**config.mk**
```make
export PLATFORM = sky130hd
export DESIGN_NAME = xif_mem_bridge
export DESIGN_NICKNAME = d
export VERILOG_FILES = /design/src/rtl/xif_mem_bridge.sv
export SDC_FILE = /design/constraint.sdc
export NUM_CORES = 1
export LEC_CHECK = 0
export ABC_AREA = 1
export CAP_MARGIN = 10
export CORE_ASPECT_RATIO = 1.2
export CORE_MARGIN = 4
export CORE_UTILIZATION = 37
export DETAILED_ROUTE_END_ITERATION = 16
export PLACE_DENSITY = 0.75
export SYNTH_ARGS = -nofsm -noshare
export SYNTH_HDL_FRONTEND = slang
export SYNTH_SLANG_ARGS = --single-unit
```
**constraint.sdc**
```tcl
create_clock -name ck -period 1.5 [get_ports ck]
set_clock_uncertainty 0.1 [all_clocks]
set_input_delay 0.15 -clock ck [delete_from_list [all_inputs] [get_ports ck]]
set_output_delay 0.15 -clock ck [all_outputs]
set_load 0.005 [all_outputs]
```
**src/rtl/xif_mem_bridge.sv**
```systemverilog
// Bridges single-outstanding coprocessor memory requests onto an OBI-style data bus.
// Defining XIF_MEM_ALIGN_CHECK_EN rejects misaligned/oversized requests locally.
module xif_mem_bridge #(
    parameter int X_ID_WIDTH = 4,
    parameter int XLEN       = 32,
    parameter int TIMEOUT    = 255
) (
    input  logic                  ck,
    input  logic                  rst,
    input  logic                  mem_valid,
    output logic                  mem_ready,
    input  logic [X_ID_WIDTH-1:0] mem_id,
    input  logic [XLEN-1:0]       mem_addr,
    input  logic [XLEN-1:0]       mem_wdata,
    input  logic                  mem_we,
    input  logic [2:0]            mem_size,
    input  logic [XLEN/8-1:0]     mem_be,
    output logic                  mem_resp_exc,
    output logic                  mem_result_valid,
    output logic [X_ID_WIDTH-1:0] mem_result_id,
    output logic [XLEN-1:0]       mem_result_rdata,
    output logic                  mem_result_err,
    output logic                  bus_req,
    input  logic                  bus_gnt,
    output logic [XLEN-1:0]       bus_addr,
    output logic                  bus_we,
    output logic [XLEN/8-1:0]     bus_be,
    output logic [XLEN-1:0]       bus_wdata,
    input  logic                  bus_rvalid,
    input  logic [XLEN-1:0]       bus_rdata,
    input  logic                  bus_err
);

    typedef enum logic [1:0] {IDLE, REQ, WAIT, RESP} state_t;

    localparam logic [7:0] LP_LAST = 8'(TIMEOUT - 1);

    state_t                  r_state;
    state_t                  w_next;
    logic   [7:0]            r_count;
    logic   [X_ID_WIDTH-1:0] r_id;
    logic   [XLEN-1:0]       r_addr;
    logic   [XLEN-1:0]       r_wdata;
    logic                    r_we;
    logic   [XLEN/8-1:0]     r_be;
    logic   [X_ID_WIDTH-1:0] r_res_id;
    logic   [XLEN-1:0]       r_res_rdata;
    logic                    r_res_err;
    logic                    w_idle;
    logic                    w_accept;
    logic                    w_misaligned;
    logic                    w_timeout;

    // Ready is gated by reset so the handshake cannot be seen while reset is held.
    assign w_idle    = (r_state == IDLE) && rst;
    assign w_accept  = mem_valid && w_idle;
    assign w_timeout = (r_state == WAIT) && !bus_rvalid && (r_count == LP_LAST);

`ifdef XIF_MEM_ALIGN_CHECK_EN
    always_comb begin
        w_misaligned = 1'b0;
        case (mem_size)
            3'd0:    w_misaligned = 1'b0;
            3'd1:    w_misaligned = mem_addr[0];
            3'd2:    w_misaligned = |mem_addr[1:0];
            default: w_misaligned = 1'b1;
        endcase
    end
`else
    logic w_unused_size;
    assign w_unused_size = ^mem_size;
    assign w_misaligned  = 1'b0;
`endif

    always_ff @(posedge ck or negedge rst) begin
        if (!rst) r_state <= IDLE;
        else      r_state <= w_next;
    end

    always_comb begin
        w_next = r_state;
        case (r_state)
            IDLE:    if (w_accept) w_next = w_misaligned ? RESP : REQ;
            REQ:     if (bus_gnt) w_next = WAIT;
            WAIT:    if (bus_rvalid || w_timeout) w_next = RESP;
            RESP:    w_next = IDLE;
            default: w_next = IDLE;
        endcase
    end

    always_comb begin
        mem_ready        = w_idle;
        bus_req          = (r_state == REQ);
        mem_result_valid = (r_state == RESP);
        mem_resp_exc     = w_accept && w_misaligned;
    end

    // Counts consecutive WAIT cycles; restarts whenever WAIT is left or not yet entered.
    always_ff @(posedge ck or negedge rst) begin
        if (!rst)                                      r_count <= '0;
        else if ((r_state == WAIT) && (w_next == WAIT)) r_count <= r_count + 8'd1;
        else                                           r_count <= '0;
    end

    always_ff @(posedge ck or negedge rst) begin
        if (!rst) begin
            r_id    <= '0;
            r_addr  <= '0;
            r_wdata <= '0;
            r_we    <= 1'b0;
            r_be    <= '0;
        end else if (w_accept) begin
            r_id    <= mem_id;
            r_addr  <= mem_addr;
            r_wdata <= mem_wdata;
            r_we    <= mem_we;
            r_be    <= mem_be;
        end
    end

    // Result registers only change on entry to RESP, so they hold between strobes.
    always_ff @(posedge ck or negedge rst) begin
        if (!rst) begin
            r_res_id    <= '0;
            r_res_rdata <= '0;
            r_res_err   <= 1'b0;
        end else if (w_accept && w_misaligned) begin
            r_res_id    <= mem_id;
            r_res_rdata <= '0;
            r_res_err   <= 1'b1;
        end else if ((r_state == WAIT) && bus_rvalid) begin
            r_res_id    <= r_id;
            r_res_rdata <= r_we ? '0 : bus_rdata;
            r_res_err   <= bus_err;
        end else if (w_timeout) begin
            r_res_id    <= r_id;
            r_res_rdata <= '0;
            r_res_err   <= 1'b1;
        end
    end

    assign bus_addr         = r_addr;
    assign bus_we           = r_we;
    assign bus_be           = r_be;
    assign bus_wdata        = r_wdata;
    assign mem_result_id    = r_res_id;
    assign mem_result_rdata = r_res_rdata;
    assign mem_result_err   = r_res_err;

endmodule
```
# Word level (Yosys, flattened, before mapping)
# Index checks and enable logic that the tools add are counted.
# totals
word_cells	38
register_bits	120
input_bits	114
output_inout_bits	110
# classes
n_reduce_logical	10
n_addsub	1
n_mux	12
eq_ne	5
# ops
op	n
$mux 32	3
$add 8x1->8 const B	1
$eq 8x8->1 const B	1
$mux 4	2
$mux 8	1
$pmux 2 s4	1
$eq 2x2->1 const B	3
$logic_and 1x1->1	6
$mux 2	3
$eq 2x1->1 const B	1
$logic_not 2->1	1
$mux 1	2
$reduce_bool 2->1	1
$logic_not 1->1	1
$logic_or 1x1->1	1

# Depth between registers and ports, before layout
# logic_depth
depth_word	9
ltp_mapped	9
mapped_depth_nobuf	8

# Worst setup path after synthesis
# OpenSTA, ideal clock, no wires.
# synth_path
kind	register -> register
start	reg r_count[0]
end	reg r_res_rdata[22] (netlist: mem_result_rdata[22])
slack_ps	12
n_path_buf	2
setup_ps	118
synth_period_minus_slack_ps	1488
t_arrival_ps	1270
required_ps	1282
stages_incl_launch_ff	10
path_cell_list	dfrtp_1 > inv_1 > ha_1 > inv_1 > nor2_1 > nand3_1 > buf_2 > buf_2 > nand3_1 > nand2_1
# synth_via
elab_chain_cells	3
# synth_rtl
item	line_no	rtl
start, declared	40	logic [7:0] r_count;
start signal, assigned	101	else if ((r_state == WAIT) && (w_next == WAIT)) r_count <= r_count + 8'd1;
$eq 8x8->1	57	assign w_timeout = (r_state == WAIT) && !bus_rvalid && (r_count == LP_LAST);
$logic_and 1x1->1	57	
$reduce_bool 2->1 (no line)	-	
end signal, assigned	133	r_res_rdata <= r_we ? '0 : bus_rdata;
end, declared	47	logic [XLEN-1:0] r_res_rdata;
# Every way passes these cells.
# A chain may end at the register's enable or synchronous reset.

# Worst setup path in the final report
# layout_path
start	reg r_state[0]
end	reg r_res_rdata[17] (netlist: mem_result_rdata[17])
# layout_via
elab_chain_cells	4
elab_cells_between_ends	6
classes_between	eq/ne (1); mux (1); reduce/logical (4)
# layout_rtl
item	line_no	rtl
start, declared	38	state_t r_state;
start signal, assigned	77	else r_state <= w_next;
$eq 2x2->1 (*)	57, 131	
$logic_and 1x1->1 (2 in series)	57	
$reduce_bool 2->1 (no line)	-	
# Mark *: on every way between the ends. The rest lies on a longest branch, timed or not.

==> impl_metrics.ini <==
[sta]
hold_violations = 0
finalSetupViolations = 77
period_minus_slack_ns = 1.575
worstMarginPinSlew_ns = 0.7944
whs_ns = 0.1857
rsz0062_at_grt = true
maxSlewViolCount = 0
post-route-period-util_pct = 105.0
setup_ws_ns = -0.07478
max_slew_margin_pct = 47.04
fmax_mhz = 635.0

[routing]
drt_pass1_iterations = 5
wl_um = 15250
first_iter_violations = 251
vias = 4540
remaining_drc_errors = 0
vias_per_cell = 4.749
ant_nets = 0
drt-wirelength-per-cell_um = 15.95

[setup_path]
reg2reg_setup_slack_ns = -0.07
cp_data_required_time_ns = 1.70
crit_slowest_cell = dfrtp_2
critPathKind = flop to flop
start_kind = flop
max_stage_delay_ns = 0.41
critPathCaptureType = flop
critical_path.cell_chain = buf_6 -> nor2_4 -> inv_2 -> nor2_4 -> clkinv_4 -> clkbuf_16 -> nand3_2 -> nand2_2
path_buf_inv = 4
cp_top_family = buffers and inverters
cp_max_fo = 8
crit_arrival_ns = 1.77
crit_top_cell = nor2_4

[global_route]
antenna_found_initial = 1
grt_max_degree = 111
grt_pass1_vias = 4655
grt_pass1_wl_um = 22640
track_usage_pct = 18.98
gr-total-overflow = 0

[floorplanning]
dieWidth_um = 112.6
start_util_pct = 38.04
core_area_um2 = 12780
std_cell_rows = 45
dieArea_um2 = 15050
die_y_um = 133.6
boundaryPins = 224

[placement]
place_hpwl_um = 9787
place.gp.congestion = 0.7675
port-buffer-count = 219

[final_layout]
drive_gt1_share_pct = 14.77
final_cell_mix = 119 x dfrtp_1, 114 x nand2_1, 109 x clkdlybuf4s50_1, 106 x dlygate4sd2_1, 81 x inv_1
fin_util_pct = 65.26
area_growth_pct = 71.54
layout_commonest_cell = dfrtp_1
antenna_cells = 0
nets = 895

[clock_tree]
cts_tree = yes
cts_sinks = 120
cts_root_buf = clkbuf_16
htree_num_levels = 4
cts_buffers = 17
clock_latency_ns = 0.40
clockBufferDepth = 2
path_clk_slew_ns = 0.06

[synth]
ys_async_sr_fraction_pct = 100.0
synth-edff-count = 0
synth_seq_cells = 120
yosysWarnings = 0
synthCells = 537
synth_flop_cell = dfrtp_1
syn_nets = 653
synth_cell_types = 21
ys_seq_area_share_pct = 61.76
synth_area_per_cell_um2 = 9.054
synthesis.area_um2 = 4862

[outcome]
status = finished with violations
failed_checks = setup timing

[job]
cap_violations = 0

[pwr]
p_leak_nw = 4.411
max-vdd-ir-drop_mv = 0.8367
powerDensity_nw_per_um2 = 1803

[worst_hold_path]
min_path_type = input port to flop
-- metrics by stage --
step / setup TNS (ns) / power (mW) / std cells / area, µm² / setup WS (ns)
final: -2.701 / 15.04 / 956 / 8341 / -0.07478
after global routing: -12.21 / 16.04 / 956 / 8341 / -0.1722
after CTS: -2.042 / 14.61 / 944 / 7924 / -0.07032
after detailed placement: -0.04106 / 11.21 / 903 / 7262 / -0.02271
after global placement: 0 / 10.98 / 903 / 7262 / 0.01542
after floorplan: 0 / 7.299 / 537 / 4862 / 0.01224
-- final timing paths --
kind	from	endpoint	cells after the start
hold / removal	mem_wdata[8]	bus_wdata[8]	3
setup reg to reg	r_state[0]	mem_result_rdata[17]	8
hold reg to reg	bus_wdata[1]	bus_wdata[1]	2
max in group asynchronous	rst	mem_result_id[1]	3
min in group asynchronous	rst	bus_addr[14]	3
setup / recovery	r_state[0]	mem_result_rdata[17]	8
-- synth_stat cells (3+ instances only) --
cell      instances  share of area, %
clkbuf_1         13               1.0
buf_2            15               1.5
nor2_1           17               1.3
xor2_1            3              0.54
nand3_1          75               7.7
nand2_1         123               9.5
o21ai_0          72               7.4
inv_2             3              0.23
dfrtp_1         120                62
inv_1            81               6.3
-- per-layer routing --
layer  GRT usage, %  vias up  share of wire, %
met5              0        -             0.085
met1          19.51     2148                36
met3          8.314       34               8.6
met2          32.74      187                52
met4          9.352        2               2.5
li1               -     2169                 -
-- worst reg2reg max path: stages (launching register included) --
cell,delay (ns)
dfrtp_2,0.41
buf_6,0.13
nor2_4,0.12
inv_2,0.06
nor2_4,0.18
clkinv_4,0.14
clkbuf_16,0.20
nand3_2,0.07
nand2_2,0.05
-- layout make-up --
type                       count  area (µm²)
fill                        1066        4441
multi-input combinational    302        1633
sequential                   120        3004
clock inverter                11       145.1
timing repair buffer         254        2552
inverter                      84       320.3
clock buffer                  21       480.5
tap                          164       205.2
-- sequential cells by signal (all words and copies together), names as in the netlist --
| register | count |
|---|---|
| bus_addr | 32 |
| bus_wdata | 32 |
| mem_result_rdata | 32 |
| r_count | 8 |
| bus_be | 4 |
| mem_result_id | 4 |
| r_id | 4 |
| r_state | 2 |
| bus_we | 1 |
| mem_result_err | 1 |
-- power breakdown --
group / leakage, nW / internal [mW] / total [mW] / switching, mW
logic: 2.58 / 2.79 / 5.25 / 2.46
clock network: 0.301 / 2.78 / 4.24 / 1.45
registers: 1.53 / 4.71 / 5.55 / 0.843
-- kinds of logic (layout without fill, tap and decap cells) --
kind of cell	after synthesis	in the layout	synth area share [%]
simple gates	221	221	19.66
flops	120	120	61.76
buf+inv	115	370	9.573
compound gates	73	73	7.514
xor+xnor	5	5	0.9008
fa+ha+maj	2	2	0.5146
other cells	1	1	0.07713
-- repair_timing --
item                                   CTS  global route
pin swaps                                2            16
gates cloned                             3             7
gates resized for setup                125            66
endpoints found under the hold margin  120             0
setup endpoints to repair              111           119
setup buffers                            5             5
hold buffers                             1             0
No activity file was read; power rests on OpenSTA's default activity.
